$ cat src/rtl/db9_joy_pkg.sv
// Shared constants and types for the DB9 joystick reader: joy_o bit layout,
// pin layout and the 8-step select/sample sequence.
package db9_joy_pkg;

   // Published word layout {M,X,Y,Z,S,A,C,B,R,L,D,U}
   localparam int JOY_U = 0;
   localparam int JOY_D = 1;
   localparam int JOY_L = 2;
   localparam int JOY_R = 3;
   localparam int JOY_B = 4;
   localparam int JOY_C = 5;
   localparam int JOY_A = 6;
   localparam int JOY_S = 7;
   localparam int JOY_Z = 8;
   localparam int JOY_Y = 9;
   localparam int JOY_X = 10;
   localparam int JOY_M = 11;

   // Raw pin layout {p9,p6,right,left,down,up}
   localparam int PIN_U  = 0;
   localparam int PIN_D  = 1;
   localparam int PIN_L  = 2;
   localparam int PIN_R  = 3;
   localparam int PIN_P6 = 4;
   localparam int PIN_P9 = 5;

   localparam int SEQ_STEPS = 8;

   localparam logic [2:0] STEP_SEL0       = 3'd0;
   localparam logic [2:0] STEP_SEL1       = 3'd1;
   localparam logic [2:0] STEP_SAMPLE_HI  = 3'd2;
   localparam logic [2:0] STEP_SAMPLE_LO  = 3'd3;
   localparam logic [2:0] STEP_SEL4       = 3'd4;
   localparam logic [2:0] STEP_DETECT6    = 3'd5;
   localparam logic [2:0] STEP_SAMPLE_EXT = 3'd6;
   localparam logic [2:0] STEP_PUB        = 3'd7;

   typedef logic [11:0] joy_word_t;

   typedef struct packed {
      logic      six;
      logic      md;
      joy_word_t word;
   } joy_status_t;

   // Select level left behind by each sequence step: even steps pull low.
   function automatic logic seq_select(input logic [2:0] step);
      return step[0];
   endfunction

endpackage

$ cat src/rtl/db9_joy_reader_if.sv
// Pad-side and publish-side signals of the DB9 joystick reader, grouped so
// the top level and its user share one bundle.
interface db9_joy_reader_if #(
   parameter int NUM_PORTS = 2
);
   logic [NUM_PORTS*6-1:0]  joy_pins_i;
   logic                    select_o;
   logic [NUM_PORTS*12-1:0] joy_o;
   logic [NUM_PORTS-1:0]    six_button_o;
   logic [NUM_PORTS-1:0]    md_pad_o;
   logic                    frame_done_o;

   modport master (
      output joy_pins_i,
      input  select_o, joy_o, six_button_o, md_pad_o, frame_done_o
   );

   modport slave (
      input  joy_pins_i,
      output select_o, joy_o, six_button_o, md_pad_o, frame_done_o
   );
endinterface

$ cat src/rtl/db9_joy_port.sv
// One DB9 port: pin synchronizer, active-low shadow word, pad-type detection
// and atomic publish. DB9_JOY_DEBOUNCE_EN adds 2-frame agreement on publish.
module db9_joy_port
   import db9_joy_pkg::*;
(
   input  logic       clk_sys,
   input  logic       reset,
   input  logic [5:0] pins_i,
   input  logic       act_i,
   input  logic [2:0] step_i,
   output joy_word_t  joy_o,
   output logic       six_o,
   output logic       md_o
);

   logic [5:0]  meta_q, pin_q;
   joy_word_t   shadow_q, shadow_d;
   logic        md_q, md_d, six_q, six_d;
   joy_status_t raw, pub_q, pub_d;
`ifdef DB9_JOY_DEBOUNCE_EN
   joy_status_t prev_q, prev_d;
`endif

   always_comb begin
      // NOTE: every signal gets a default before the case so no path leaves it unassigned (no latch).
      shadow_d = shadow_q;
      md_d     = md_q;
      six_d    = six_q;
      pub_d    = pub_q;
      raw      = '{six: six_q, md: md_q, word: ~shadow_q};
`ifdef DB9_JOY_DEBOUNCE_EN
      prev_d   = prev_q;
`endif
      if (act_i) begin
         case (step_i)
            STEP_SAMPLE_HI: begin
               shadow_d[JOY_R:JOY_U] = pin_q[PIN_R:PIN_U];
               shadow_d[JOY_C:JOY_B] = pin_q[PIN_P9:PIN_P6];
               six_d                 = 1'b0;
            end
            STEP_SAMPLE_LO: begin
               // Both horizontals low while select is low only happens on a Mega Drive pad
               if (!pin_q[PIN_R] && !pin_q[PIN_L]) begin
                  md_d                  = 1'b1;
                  shadow_d[JOY_S:JOY_A] = pin_q[PIN_P9:PIN_P6];
               end else begin
                  md_d                  = 1'b0;
                  shadow_d[JOY_S:JOY_B] = {2'b11, pin_q[PIN_P9:PIN_P6]};
               end
            end
            STEP_DETECT6: begin
               if (md_q && (pin_q[PIN_R:PIN_U] == 4'b0000)) six_d = 1'b1;
            end
            STEP_SAMPLE_EXT: begin
               shadow_d[JOY_M:JOY_Z] = six_q ? pin_q[PIN_R:PIN_U] : 4'b1111;
            end
            STEP_PUB: begin
`ifdef DB9_JOY_DEBOUNCE_EN
               if (raw == prev_q) pub_d = raw;
               prev_d = raw;
`else
               pub_d = raw;
`endif
            end
            default: ;
         endcase
      end
   end

   always_ff @(posedge clk_sys) begin
      if (reset) begin
         meta_q   <= '1;
         pin_q    <= '1;
         shadow_q <= '1;
         md_q     <= 1'b0;
         six_q    <= 1'b0;
         pub_q    <= '0;
`ifdef DB9_JOY_DEBOUNCE_EN
         prev_q   <= '0;
`endif
      end else begin
         // NOTE: non-blocking so every register samples the pre-edge values of the others.
         meta_q   <= pins_i;
         pin_q    <= meta_q;
         shadow_q <= shadow_d;
         md_q     <= md_d;
         six_q    <= six_d;
         pub_q    <= pub_d;
`ifdef DB9_JOY_DEBOUNCE_EN
         prev_q   <= prev_d;
`endif
      end
   end

   assign joy_o = pub_q.word;
   assign six_o = pub_q.six;
   assign md_o  = pub_q.md;

endmodule

$ cat src/rtl/db9_joy_reader.sv
// Multi-port DB9 joystick reader: step prescaler, frame step counter and the
// shared select line; per-port sampling lives in db9_joy_port.
// Optional build macro: DB9_JOY_DEBOUNCE_EN (2-frame agreement before publish).
module db9_joy_reader
   import db9_joy_pkg::*;
#(
   parameter int NUM_PORTS   = 2,
   parameter int STEP_DIV    = 3072,
   parameter int FRAME_STEPS = 256
) (
   input  logic           clk_sys,
   input  logic           reset,
   db9_joy_reader_if.slave bus
);

   localparam int PRE_W  = $clog2(STEP_DIV);
   localparam int STEP_W = $clog2(FRAME_STEPS);

   logic [PRE_W-1:0]  presc_q, presc_d;
   logic [STEP_W-1:0] step_q, step_d;
   logic              select_q, select_d;
   logic              frame_done_q, frame_done_d;
   logic              tick, in_seq, step_act;
   logic [2:0]        seq_step;

   joy_word_t [NUM_PORTS-1:0] port_joy;
   logic      [NUM_PORTS-1:0] port_six;
   logic      [NUM_PORTS-1:0] port_md;

   assign tick     = (presc_q == PRE_W'(STEP_DIV - 1));
   assign in_seq   = (32'(step_q) < 32'(SEQ_STEPS));
   assign seq_step = step_q[2:0];
   assign step_act = tick && in_seq;

   always_comb begin
      presc_d      = tick ? '0 : presc_q + PRE_W'(1);
      step_d       = step_q;
      select_d     = select_q;
      frame_done_d = 1'b0;
      if (tick) begin
         step_d       = (step_q == STEP_W'(FRAME_STEPS - 1)) ? '0 : step_q + STEP_W'(1);
         // Idle steps past the sequence park select high
         select_d     = in_seq ? seq_select(seq_step) : 1'b1;
         frame_done_d = in_seq && (seq_step == STEP_PUB);
      end
   end

   always_ff @(posedge clk_sys) begin
      if (reset) begin
         presc_q      <= '0;
         step_q       <= '0;
         select_q     <= 1'b1;
         frame_done_q <= 1'b0;
      end else begin
         presc_q      <= presc_d;
         step_q       <= step_d;
         select_q     <= select_d;
         frame_done_q <= frame_done_d;
      end
   end

   for (genvar k = 0; k < NUM_PORTS; k++) begin : g_port
      db9_joy_port u_port (
         .clk_sys (clk_sys),
         .reset   (reset),
         .pins_i  (bus.joy_pins_i[k*6 +: 6]),
         .act_i   (step_act),
         .step_i  (seq_step),
         .joy_o   (port_joy[k]),
         .six_o   (port_six[k]),
         .md_o    (port_md[k])
      );
   end

   assign bus.select_o     = select_q;
   assign bus.frame_done_o = frame_done_q;
   assign bus.joy_o        = port_joy;
   assign bus.six_button_o = port_six;
   assign bus.md_pad_o     = port_md;

endmodule
$ cat src/flat_wrapper.sv
// flat-port wrapper written by rule: the top's interface ports become plain ports
module db9_joy_reader_flat import db9_joy_pkg::*;
#(
   parameter int NUM_PORTS   = 2,
   parameter int STEP_DIV    = 3072,
   parameter int FRAME_STEPS = 256
)
  (clk_sys, reset, bus_joy_pins_i, bus_select_o, bus_joy_o, bus_six_button_o, bus_md_pad_o, bus_frame_done_o);
  db9_joy_reader_if #(.NUM_PORTS(NUM_PORTS)) bus_i ();
  input  logic clk_sys;
  input  logic reset;
  input wire logic [$bits(bus_i.joy_pins_i)-1:0] bus_joy_pins_i;
  output wire logic [$bits(bus_i.select_o)-1:0] bus_select_o;
  output wire logic [$bits(bus_i.joy_o)-1:0] bus_joy_o;
  output wire logic [$bits(bus_i.six_button_o)-1:0] bus_six_button_o;
  output wire logic [$bits(bus_i.md_pad_o)-1:0] bus_md_pad_o;
  output wire logic [$bits(bus_i.frame_done_o)-1:0] bus_frame_done_o;
  assign bus_i.joy_pins_i = bus_joy_pins_i;
  assign bus_select_o = bus_i.select_o;
  assign bus_joy_o = bus_i.joy_o;
  assign bus_six_button_o = bus_i.six_button_o;
  assign bus_md_pad_o = bus_i.md_pad_o;
  assign bus_frame_done_o = bus_i.frame_done_o;
  db9_joy_reader #(.NUM_PORTS(NUM_PORTS), .STEP_DIV(STEP_DIV), .FRAME_STEPS(FRAME_STEPS)) u_core (.clk_sys(clk_sys), .reset(reset), .bus(bus_i));
endmodule
$ cat config.mk
export PLATFORM = sky130hd
export DESIGN_NAME = db9_joy_reader_flat
export DESIGN_NICKNAME = d
export VERILOG_FILES = /design/src/rtl/db9_joy_pkg.sv /design/src/rtl/db9_joy_reader_if.sv /design/src/rtl/db9_joy_port.sv /design/src/rtl/db9_joy_reader.sv /design/src/flat_wrapper.sv
export SDC_FILE = /design/constraint.sdc
export NUM_CORES = 1
export LEC_CHECK = 0
export ABC_AREA = 1
export BUFFER_PORTS_ARGS = -buffer_cell sky130_fd_sc_hd__buf_2
export CAP_MARGIN = 20
export CORE_ASPECT_RATIO = 0.8
export CORE_MARGIN = 10
export CORE_UTILIZATION = 35
export DETAILED_ROUTE_END_ITERATION = 12
export PLACE_DENSITY = 0.49
export SETUP_SLACK_MARGIN = 0.02
export SLEW_MARGIN = 20
export SYNTH_ARGS = -nofsm -noshare
export SYNTH_HDL_FRONTEND = slang
export SYNTH_SLANG_ARGS = --single-unit
$ cat constraint.sdc
create_clock -name clk_sys -period 3.35 [get_ports clk_sys]
set_input_delay 0.5025 -clock clk_sys [delete_from_list [all_inputs] [get_ports clk_sys]]
set_output_delay 0.5025 -clock clk_sys [all_outputs]
set_load 0.05 [all_outputs]
Yosys cells after proc, flatten, opt, wreduce, memory -nomap -nowiden --
Cells that the tools add are included.
Operators by class: mux-type cells 16, bitwise operators 3, $lt $le $gt $ge 1, reductions and logical operators 24, $add $sub $neg 2, eq/ne operators 11
Operators with widths (number):
- NOT 12 bit | 2
- adder 12 x 1 -> 12 bit, second input constant | 1
- == test 12 bit, second input constant | 1
- AND reduction 3 bit | 4
- == test 3 bit, second input constant | 3
- adder 8 x 1 -> 8 bit, second input constant | 1
- == test 8 bit, second input constant | 1
- logical NOT 4 bit | 2
- < comparator 8 x 4 -> 1 bit, second input constant | 1
- two-way mux 2 bit | 4
- two-way mux 4 bit | 2
- two-way mux 8 bit | 1
- inequality test 2 bit, second input constant | 4
- one-hot mux 2 bit (2 select lines) | 2
- AND reduction 2 bit | 4
- == test 3 x 2 -> 1 bit, second input constant | 2
- logical AND 1 bit | 6
- two-way mux 1 bit | 5
- logical NOT 1 bit | 4
- one-hot mux 1 bit (2 select lines) | 2
- nonzero test 2 bit | 2
- OR reduction 2 bit | 2
- NOT 1 bit | 1
Word-level totals: bits in registers 102, bits of input ports 14, word-level logic and storage cells 83

Longest topological paths before layout --
Gate-level depths: netlist of run 1.
depth after elaboration 4, depth in mapped cells 11

Hierarchy --
Synthesis of run 1 repeated with hierarchy kept, for this count alone.
Second synthesis, totals: cell total of the unflattened synthesis 466, area, all modules 3792.4 µm²
By module, submodules not included:
- db9_joy_port | instances 2, cells an instance 156, area an instance 1356.3 µm²
- db9_joy_reader | instances 1, cells an instance 154, area an instance 1079.8 µm²

Worst setup path after synthesis of run 1 --
No wires, ideal clock.
kind register to register, start point register u_core.step_q[0], end point register u_core.g_port[0].u_port.pub_q, in the netlist u_core.g_port[0].u_port.joy_o[5], setup time 110 ps, cell stages (with the launch flop) 8, setup slack 1640 ps, period minus slack after synthesis 1710 ps, arrival 1600 ps, cell sequence dfxtp_1 ha_1 ha_1 clkbuf_1 buf_1 nand4_1 nand2_1 nor2_1
Between the ends: longest elaborated chain between the ends 3, elaborated cells between the ends (all ways) 4, those cells by class order compare: 1; eq/ne: 1; reduce/logical: 2
RTL lines:
- start, declared | RTL line db9_joy_reader.sv:20 | logic [STEP_W-1:0] step_q, step_d;
- start signal, assigned | RTL line db9_joy_reader.sv:56 | step_q <= step_d;
- < comparator 8 x 4 -> 1 bit | RTL line db9_joy_reader.sv:31 | assign in_seq = (32'(step_q) < 32'(SEQ_STEPS));
- logical AND 1 bit | RTL line db9_joy_reader.sv:33 | assign step_act = tick && in_seq;
- AND reduction 2 bit (no source line) (*)
- end signal, assigned | RTL line db9_joy_port.sv:88 | pub_q <= pub_d;
- end, declared | RTL line db9_joy_port.sv:19 | joy_status_t raw, pub_q, pub_d;
Every way passes the cells marked *; elsewhere a longest branch is shown, timed or not. A chain may end at the register's enable or synchronous reset.

Worst setup path after layout of run 1 --
start point register u_core.presc_q[0], end point register u_core.g_port[0].u_port.pub_q, in the netlist u_core.g_port[0].u_port.joy_o[10]
Between the ends: longest elaborated chain between the ends 3
RTL lines:
- start, declared | RTL line db9_joy_reader.sv:19 | logic [PRE_W-1:0] presc_q, presc_d;
- start signal, assigned | RTL line db9_joy_reader.sv:55 | presc_q <= presc_d;
- == test 12 bit | RTL line db9_joy_reader.sv:30 | assign tick = (presc_q == PRE_W'(STEP_DIV - 1));
- logical AND 1 bit | RTL line db9_joy_reader.sv:33
- AND reduction 2 bit (no source line)
Every way passes these cells.

==> metrics.txt, run 1 <==
CP max-delay cell nand3_2; row cnt 36; number of synthesis warnings 0; total track usage 0.1161; Final Net Count 641; Post-CTS Setup Inserts 0; Antenna Violating Nets Remaining 0; CTS tree done; Rel. slew slack 0.5548; Worst-Skew Late Latency 350 ps; cts repair resizes 0; clk root buf clkbuf_16; ANT cells 0; CP arrival 2660 ps; crit-path max FO 29; Core Box Area 12210 um^2; Hold-fix buffers, CTS 0; WS Path Type flip-flop to flip-flop; worst-margin pin slew 667.0 ps; HP Start bus_joy_pins_i[6]; first-pass GRT wire length 16910 um; Final Hold Vio Count 0; total CTS buffers 9; Filler cells 1303; post-DP HPWL 6776 um; die span in x 144.9 um; Crit path largest cell delay 650 ps; Final Wtd Congestion 0.8037; Layout area overhead 14.06%; DR vias/cell 4.542; initial antenna violation count 0; vias in the first global route 3463; largest net degree at the start of global routing 60; Final Setup Violations 0; Avg Cell Area, Syn 7.343 um^2; worst path cell trace ha_1 -> nand2_1 -> nor2_1 -> nand2_2 -> nor2_4 -> nand3_2 -> nand2_1 -> inv_1 -> nor2_1; io pins 44; die area 17380 um^2; #FFs+latches synth 102; sequential element share of the synthesized area 0.4674; # clock sinks 102; Clock Path Buffers 2; RSZ-0062 raised after global routing no; outcome finished clean; clock-pin slew on the worst setup and hold paths 70 ps; crit path from u_core.presc_q[0]; total power 2.370 mW; required time worst endpoint 3630 ps; share of layout cells above drive strength 1 0.1677; RR Startpoint u_core.presc_q[0]; Mapped Cells 595; Initial DRC Count 274; residual DRC count 0; Slew Limit Fails 0; max_cap viols 0; Startpoint Class flip-flop; via count 3620; # port buffers 43; Mapped Area 4369 um^2; Initial Utilization 0.3579; Synth cell types 28; chip height 119.9 um; reg2reg setup slack 980 ps; gr ovfl total 0; Pre-antenna DRT Iters 4; wirelength, routed 9722 um; IR Drop Worst-Case VDD 0.2550 mV; Avg WL per Cell 12.20 um; family with the most delay on the worst path simple AND/OR/NAND/NOR gates; P_leak 2.275 nW; H-tree levels 3; Finished Core Util 0.4083; syn nets 615; fmax 421.3 MHz; Buf/Inv on CP 1; HP Class input pin to flip-flop; setup_tns 0 ps; crit path time final 2374 ps; Power Dens Cells 475.5 nW/um^2; Final Skew 7.735 ps; fin crit share 0.7085; Setup crit end kind flip-flop
-- layout make-up --
cell class	instances	area [um^2]	share of cell area
Sequential cell	102	2042	0.4097
Multi-Input combinational cell	367	1813	0.3638
Inverter	92	345.3	0.06929
Timing Repair Buffer	49	260.3	0.05222
Clock buffer	11	252.7	0.05072
Tap cell	171	214.0	0.04293
Clock inverter	5	56.30	0.01130
-- per-stage QoR --
stage	hold WS (ps)	cell area [um^2]	setup slack, ps	std cells
after floorplan	389.5	4369	1640	595
after global placement	393.5	4674	1087	781
after detailed placement	394.0	4674	961.6	781
after CTS	323.7	4984	937.7	797
after global routing	331.1	4984	539.9	797
final	336.5	4984	976.5	797
-- registers in the layout, summed over array words and instances, names as in the netlist --
register and count:
u_core.g_port.u_port.six_q 2, u_core.g_port.u_port.md_o 2, u_core.g_port.u_port.meta_q 12, u_core.g_port.u_port.shadow_q 24, u_core.step_q 8, u_core.g_port.u_port.md_q 2
u_core.bus.select_o 1, u_core.bus.frame_done_o 1, u_core.presc_q 12, u_core.g_port.u_port.joy_o 24, u_core.g_port.u_port.six_o 2, u_core.g_port.u_port.pin_q 12
-- synthesized netlist by cell type --
cell / instances / area, um^2
xnor2_1: 1 / 8.760
dfxtp_1: 102 / 2042
nor3_1: 3 / 15.01
xor2_1: 3 / 26.28
buf_1: 4 / 15.01
nand2_1: 131 / 491.7
nor2_2: 1 / 6.260
o22ai_1: 2 / 12.51
or2_2: 33 / 206.5
nand4_1: 60 / 375.4
clkbuf_1: 14 / 52.55
a31oi_1: 3 / 18.77
o21ai_0: 3 / 15.01
nand3_2: 2 / 20.02
buf_2: 9 / 45.04
nand3b_1: 1 / 7.510
inv_1: 89 / 334.1
nor2_1: 62 / 232.7
nor2_4: 2 / 22.52
clkinv_1: 3 / 11.26
or2_1: 1 / 6.260
nor3b_1: 2 / 15.01
buf_4: 6 / 45.04
buf_6: 1 / 11.26
nand2_2: 2 / 12.51
nand3_1: 41 / 205.2
ha_1: 6 / 75.07
a21oi_1: 8 / 40.04
-- power by group --
part,switching [mW],internal (mW),total [mW]
clock,0.457,0.620,1.08
sequential,0.00926,1.23,1.24
combinational,0.0323,0.0224,0.0548
total,0.499,1.87,2.37
-- layer usage --
layer,GRT usage,share of wire,wire (um),vias up
li1,-,-,-,1921
met1,0.1657,0.53,5193,1606
met2,0.1604,0.40,3849,81
met3,0.03267,0.055,536,12
met4,0.04395,0.015,143,0
met5,0,0,0,-
-- worst paths after layout --
path / cells past startpoint / to
max: 9 / u_core.g_port[0].u_port.joy_o[10]
min: 2 / u_core.g_port[1].u_port.meta_q[0]
max reg2reg: 9 / u_core.g_port[0].u_port.joy_o[10]
min reg2reg: 1 / u_core.g_port[0].u_port.pin_q[2]
-- worst register-to-register path: stages, from the launching register on --
cell	delay, ps
dfxtp_1	350
ha_1	200
nand2_1	70
nor2_1	150
nand2_2	110
nor2_4	410
nand3_2	650
nand2_1	210
inv_1	50
nor2_1	110
-- kinds of logic after synthesis --
logic type                 synth area share
xor gates and xnor gates           0.008020
DFF                                  0.4674
and+or+nand+nor                      0.3700
buffers and inverters                0.1177
adders and majority gates           0.01718
AOI/OAI and AO/OA                   0.01976
-- cells in the final DEF, fill, tap and decap left out, types with 2 or more instances in the layout --
cell type	count
buf_2	43
clkinv_2	2
ha_1	6
inv_1	89
clkinv_1	3
nand4_1	60
nor3_1	3
nor2_1	62
o21ai_0	3
clkbuf_16	9
clkbuf_8	2
nand3_1	41
nor3b_1	2
nand2_2	2
nand2_1	131
nand3_2	2
buf_4	6
a21oi_1	8
or2_2	33
xor2_1	3
dfxtp_1	102
nor2_4	2
o22ai_1	2
a31oi_1	3
Note: power is estimated with default switching activity, not from simulation.
==> run 2, diff against run 1 <==
- PLACE_DENSITY: 0.49 -> 0.51
- clock period: 3.35 -> 2 ns (I/O delays scaled with it)
==> run 2 against run 1 <==
Register-to-register slack got worse by 800 ps. Critical path depth increased by 2. Final cell count increased by 1.4%.
==> metrics.txt, run 2 (same netlist as run 1, synthesis figures left out) <==
outcome finished clean; Gate power share 0.025 (+0.002); Layout area overhead 16.64%; via count 3660 (+1.1%); Startpoint Class flip-flop; CTS tree done; crit path time final 1819 ps (-554.6 ps); H-tree levels 3 (unchanged); RSZ-0062 raised after global routing yes; chip height 119.9 um (unchanged); wirelength, routed 9839 um (+1.2%); first-pass GRT wire length 17020 um (+0.61%); Crit path largest cell delay 360 ps (-290 ps); # clock sinks 102 (unchanged); Rel. slew slack 0.7662 (+0.2113); Slew Limit Fails 0 (unchanged); largest net degree at the start of global routing 43 (-28%); residual DRC count 0 (unchanged); Power Dens Cells 759.4 nW/um^2 (+60%); IR Drop Worst-Case VDD 0.4153 mV (+63%); P_sw 897.1 uW (+80%); Final Net Count 652 (+1.7%); Final Hold Vio Count 0 (unchanged); met3 track demand over resource 0.03492 (+0.002253); WS Path Type flip-flop to flip-flop; clock-pin slew on the worst setup and hold paths 70 ps (about the same); Initial DRC Count 252 (-8.0%); setup_tns 0 ps (unchanged); gr ovfl total 0 (unchanged); CP arrival 2110 ps (-550 ps); worst-margin pin slew 349.9 ps (-317.1 ps); most frequent cells in the layout 131 x nand2_1, 102 x dfxtp_1, 89 x inv_1, 62 x nor2_1, 60 x nand4_1; post-DP HPWL 7213 um (+6.5%); most frequent CP cell nor2_1; Clock Path Buffers 2 (unchanged); Final Setup Violations 0 (unchanged); Final Wtd Congestion 0.8650 (+7.6%); initial antenna violation count 0 (unchanged); met2 usage 0.1718 (+0.01145); max_cap viols 0 (unchanged); P_leak 2.328 nW (+2.4%); vias in the first global route 3627 (+4.7%); HP Class input pin to flip-flop; Core Box Area 12210 um^2 (unchanged); clk root buf clkbuf_16; fin crit share 0.9095 (+0.2010); die span in x 144.9 um (unchanged); Int Power 2.973 mW (+59%); Worst-Skew Late Latency 350 ps (about the same); row cnt 36 (unchanged); Seq pwr share 0.536 (+0.014); share of layout cells above drive strength 1 0.1837 (+0.01594); met1 GRT Util 0.1568 (-0.008978); Antenna Violating Nets Remaining 0 (unchanged); Net Sw Frac 0.2318 (+0.02125); Avg WL per Cell 12.18 um (-0.17%); fmax 549.8 MHz (+30%); commonest non-fill, non-tap cell in the layout nand2_1; multi-input logic area 1826 um^2 (+0.69%); placed cells 789 (+1.0%); Filler cells 1268 (-2.7%); DR vias/cell 4.530 (-0.27%); Initial Utilization 0.3579 (unchanged); worst path cell trace ha_1 -> nand2_1 -> nor2_1 -> nand2_2 -> nor2_4 -> buf_4 -> buf_4 -> nand2_1 -> nor2_1 -> nor2_1 -> nor2_1; crit-path max FO 10 (-66%); Post-Layout Cell Count 808 (+1.4%); total CTS buffers 9 (unchanged); Reg area 2042 um^2 (unchanged); # port buffers 43 (unchanged); io pins 44 (unchanged); clock share of power 0.440 (-0.015); layer with the highest usage met2; Final Skew 3.790 ps (-3.946 ps); CP max-delay cell dfxtp_1; die area 17380 um^2 (unchanged); Setup crit end kind flip-flop; Pre-antenna DRT Iters 5 (+1); Hold-fix buffers, CTS 0 (unchanged); total track usage 0.1160 (about the same); ANT cells 0 (unchanged); required time worst endpoint 2290 ps (-1340 ps)
## run 2: cell types whose count changed in the layout (fill, tap and decap cells not counted), moves of 2 or more
cell	delta
buf_12	+3
clkbuf_8	-2
inv_6	+3
clkinv_2	-2
buf_4	+8
clkinv_4	+2
## run 2: layout make-up
cell class / instances / area share
flip-flops and latches: 102 / 0.4007
multi-input cells: 367 / 0.3582
repair buffers: 60 / 0.07464
inverters: 92 / 0.06776
clock buffers: 9 / 0.04419
well taps: 171 / 0.04198
clock inverters: 7 / 0.01252
## run 2: power by group through the flow
stage / clock network (mW) / logic [mW] / registers, mW
2_1_floorplan: 0 / 0.0675 / 2.11
3_3_place_gp: 0 / 0.0951 / 2.12
3_5_place_dp: 0 / 0.0976 / 2.12
4_1_cts: 1.77 / 0.0977 / 2.07
5_1_grt: 1.82 / 0.110 / 2.08
6_report: 1.70 / 0.0951 / 2.07
## run 2: per-layer routing
metal  vias to the layer above  wire [um]
li1                       1943          -
met1                      1641       5064
met2                        69       4090
met3                         7        601
met4                         0         82
met5                         -          0
## run 2: timing repair
action                                 CTS  global route
setup buffers                            0             3
setup endpoints to repair                0             9
resized for setup                        0             2
endpoints found under the hold margin    0             0
## run 2: critical path: cells and delay by family, from the launching register on
family	cells	cell delay [ps]
flip-flops	1	360
adder cells (fa/ha/maj)	1	190
buffers and inverters	2	320
AND/OR/NAND/NOR	8	890
## run 2: per-stage QoR
step	power (mW)	util	cell area (um^2)	setup slack (ps)	hold WS [ps]
4_1_cts	3.936	0.4136	5049	139.4	112.6
3_5_place_dp	2.218	0.3899	4760	160.2	395.3
6_report	3.870	0.4175	5096	181.0	122.4
3_3_place_gp	2.215	0.3899	4760	237.6	397.0
2_1_floorplan	2.180	-	4369	289.9	389.5
5_1_grt	4.007	0.4175	5096	14.85	120.5
## run 2: final timing paths
check	startpoint	endpoint	slack, ps	cells after the start
setup / recovery	u_core.presc_q[0]	u_core.g_port[1].u_port.six_q	180	11
hold / removal	bus_joy_pins_i[0]	u_core.g_port[0].u_port.meta_q[0]	120	2
setup reg to reg	u_core.presc_q[0]	u_core.g_port[1].u_port.six_q	180	11
hold reg to reg	u_core.g_port[0].u_port.meta_q[5]	u_core.g_port[0].u_port.pin_q[5]	410	1
==> run 3, diff against run 2 <==
- ABC_AREA: 1 -> not set
==> run 3 against run 2 <==
Flip-flop and latch count stayed put. Register-to-register slack worse by 100 ps. Sequential power hardly changed. Synthesized cell count is 28% lower. Critical path depth is 6 lower.
==> metrics.txt, run 3 <==
clk root buf clkbuf_16; Pre-antenna DRT Iters 4 (-1); most frequent cells in the layout 97 x dfxtp_1, 50 x nor2_1, 43 x buf_2, 31 x buf_4, 25 x or2_2; RSZ-0062 raised after global routing yes; synth cell count leaders 102 x dfxtp_1, 50 x nor2_1, 27 x a21oi_1, 25 x or2_2, 24 x o21ai_0; CTS tree done; Final Setup Violations 0 (unchanged); Avg Cell Area, Syn 9.334 um^2 (+27%); family with the most delay on the worst path simple AND/OR/NAND/NOR gates; number of synthesis warnings 0 (unchanged); # port buffers 43 (unchanged); # clock sinks 102 (unchanged); met2 usage 0.1614 (-0.01047); Final Net Count 506 (-22%); DR vias/cell 4.896 (+8.1%); layer with the highest usage met2; Hold Slack 132.3 ps (+9.868 ps); max_cap viols 0 (unchanged); Initial Utilization 0.3623 (+0.004356); Worst R2R Path Depth 5 (-6); Setup crit end kind flip-flop; io pins 44 (unchanged); Final Hold Vio Count 0 (unchanged); Buf/Inv on CP 0 (-2); Finished Core Util 0.4527 (+0.03520); clock-pin slew on the worst setup and hold paths 70 ps (about the same); reg2reg setup slack 80 ps (-100 ps); IR Drop Worst-Case VDD 0.5377 mV (+29%); ANT cells 0 (unchanged); required time worst endpoint 2270 ps (-20 ps); total track usage 0.1138 (-0.002258); RR Startpoint u_core.presc_q[1]; #FFs+latches synth 102 (unchanged); leading area contributor after synthesis dfxtp_1; met1 GRT Util 0.1571 (+0.0003849); most frequent cell after synthesis dfxtp_1; initial antenna violation count 0 (unchanged); commonest non-fill, non-tap cell in the layout dfxtp_1; design area 4969 um^2 (-2.5%); die span in x 139.2 um (-4.0%); wirelength, routed 9440 um (-4.1%); Antenna Violating Nets Remaining 0 (unchanged); ys flop type dfxtp_1; sequential element share of the synthesized area 0.5135 (+0.04618); CP max-delay cell or4_4; Net Sw Frac 0.2243 (-0.007513); met3 track demand over resource 0.04285 (+0.007928); Worst-Skew Late Latency 350 ps (about the same); largest net degree at the start of global routing 38 (-12%); fin crit share 0.9601 (+0.05059); Filler cells 1081 (-15%); Rel. slew slack 0.6339 (-0.1323); Avg WL per Cell 14.87 um (+22%); P_leak 1.940 nW (-17%); Synth cell types 39 (+39%); P_sw 869.8 uW (-3.1%); Mapped Area 3976 um^2 (-9.0%); Power Dens Cells 780.5 nW/um^2 (+2.8%); crit path from u_core.presc_q[1]; total power 3.878 mW (+0.20%); top post-synthesis cells by area dfxtp_1 51%, mux2i_1 5.0%, nor2_1 4.7%, or2_2 3.9%, a21oi_1 3.4%; critical path endpoint u_core.step_q[6]; CP arrival 2190 ps (+80 ps); number of cells on the critical path 5 (-6); share of layout cells above drive strength 1 0.2851 (+0.1015); die area 16050 um^2 (-7.6%); crit path time final 1920 ps (+101.2 ps); fmax 520.8 MHz (-5.3%); syn nets 446 (-27%); Mapped Cells 426 (-28%); Seq pwr share 0.535 (about the same); worst-margin pin slew 549.2 ps (+199.2 ps); Gate power share 0.028 (+0.003); number of enable flip-flop cells after synthesis 0 (unchanged); total CTS buffers 9 (unchanged); Slew Limit Fails 0 (unchanged); HP Class input pin to flip-flop; WS Path Type flip-flop to flip-flop; row cnt 34 (-5.6%); first-pass GRT wire length 14940 um (-12%); Initial DRC Count 157 (-38%); crit-path max FO 5 (-5); post-placement cell area 4482 um^2 (-5.8%); via count 3109 (-15%); residual DRC count 0 (unchanged); RR Endpoint u_core.step_q[6]; chip height 115.3 um (-3.8%); Layout area overhead 24.95%; Final Wtd Congestion 0.7319 (-15%); Core Box Area 10980 um^2 (-10%); Startpoint Class flip-flop; Final Skew 6.186 ps (+2.396 ps); Int Power 3.008 mW (+1.2%); Async SR Flop Fraction 0 (unchanged); Clock Path Buffers 2 (unchanged); outcome finished clean; worst path cell trace ha_4 -> nand3_4 -> or4_4 -> or4_1 -> a21oi_1; clock share of power 0.437 (-0.003); Synth top area share 0.5135 (+0.04618); gr ovfl total 0 (unchanged); Crit path largest cell delay 580 ps (+220 ps); H-tree levels 3 (unchanged); post-DP HPWL 6480 um (-10%); vias in the first global route 2952 (-19%)
run 3: kinds of logic (layout without fill, tap and decap cells):
family,after synthesis,in the layout,share of synthesized area
flops,102,102,0.5135
fa+ha+maj,6,6,0.01888
xor+xnor,11,11,0.02423
compound gates,84,84,0.1227
simple gates,160,160,0.2206
mux,20,20,0.05035
buf+inv,43,108,0.04971
run 3: layer usage:
metal | up-vias | wire, um | part of all wire
li1 | 1610 | - | -
met1 | 1440 | 4959 | 0.53
met2 | 57 | 3993 | 0.42
met3 | 2 | 449 | 0.048
met4 | 0 | 38 | 0.0040
met5 | - | 0 | 0
run 3: worst register-to-register path: stages, from the launching register on:
cell and delay, ps:
dfxtp_2 360, ha_4 160, nand3_4 70, or4_4 580, or4_1 530, a21oi_1 150
run 3: area by class of cell:
class | instances | area [um^2] | area share
clock buffer | 10 | 239.0 | 0.04810
multi-input combinational | 281 | 1784 | 0.3591
timing repair buffer | 83 | 629.4 | 0.1267
tap | 144 | 180.2 | 0.03626
clock inverter | 6 | 51.30 | 0.01032
sequential | 102 | 2051 | 0.4127
inverter | 9 | 33.78 | 0.006799
run 3: timing repair:
action,4_1_cts,5_1_grt
pin swaps,3,3
setup buffers,2,6
gates resized for setup,7,14
endpoints found under the setup margin,16,40
cloned,0,2
hold buffers,0,0
run 3: power groups by stage:
stage	logic, mW	clock network [mW]	registers, mW
finish	0.108	1.70	2.07
global route	0.121	1.83	2.08
CTS	0.103	1.75	2.07
detailed placement	0.102	0	2.12
global placement	0.100	0	2.12
floorplan	0.0611	0	2.11
run 3: per-stage QoR:
step | std cells | setup TNS (ps) | setup slack, ps
after floorplan | 426 | 0 | 23.87
after global placement | 609 | 0 | 49.78
after detailed placement | 609 | -35.97 | -20.04
after CTS | 627 | 0 | 11.76
after global routing | 635 | 0 | 12.02
final | 635 | 0 | 79.87
run 3: worst min-delay path by stage:
stage	endpoint	cells past startpoint	from
floorplan	u_core.g_port[0].u_port.pin_q[0]	1	u_core.g_port[0].u_port.meta_q[0]
global placement	u_core.g_port[1].u_port.pin_q[1]	1	u_core.g_port[1].u_port.meta_q[1]
detailed placement	u_core.g_port[1].u_port.pin_q[1]	1	u_core.g_port[1].u_port.meta_q[1]
CTS	u_core.g_port[1].u_port.meta_q[5]	2	bus_joy_pins_i[11]
global route	u_core.g_port[1].u_port.meta_q[5]	2	bus_joy_pins_i[11]
finish	u_core.g_port[1].u_port.meta_q[5]	2	bus_joy_pins_i[11]
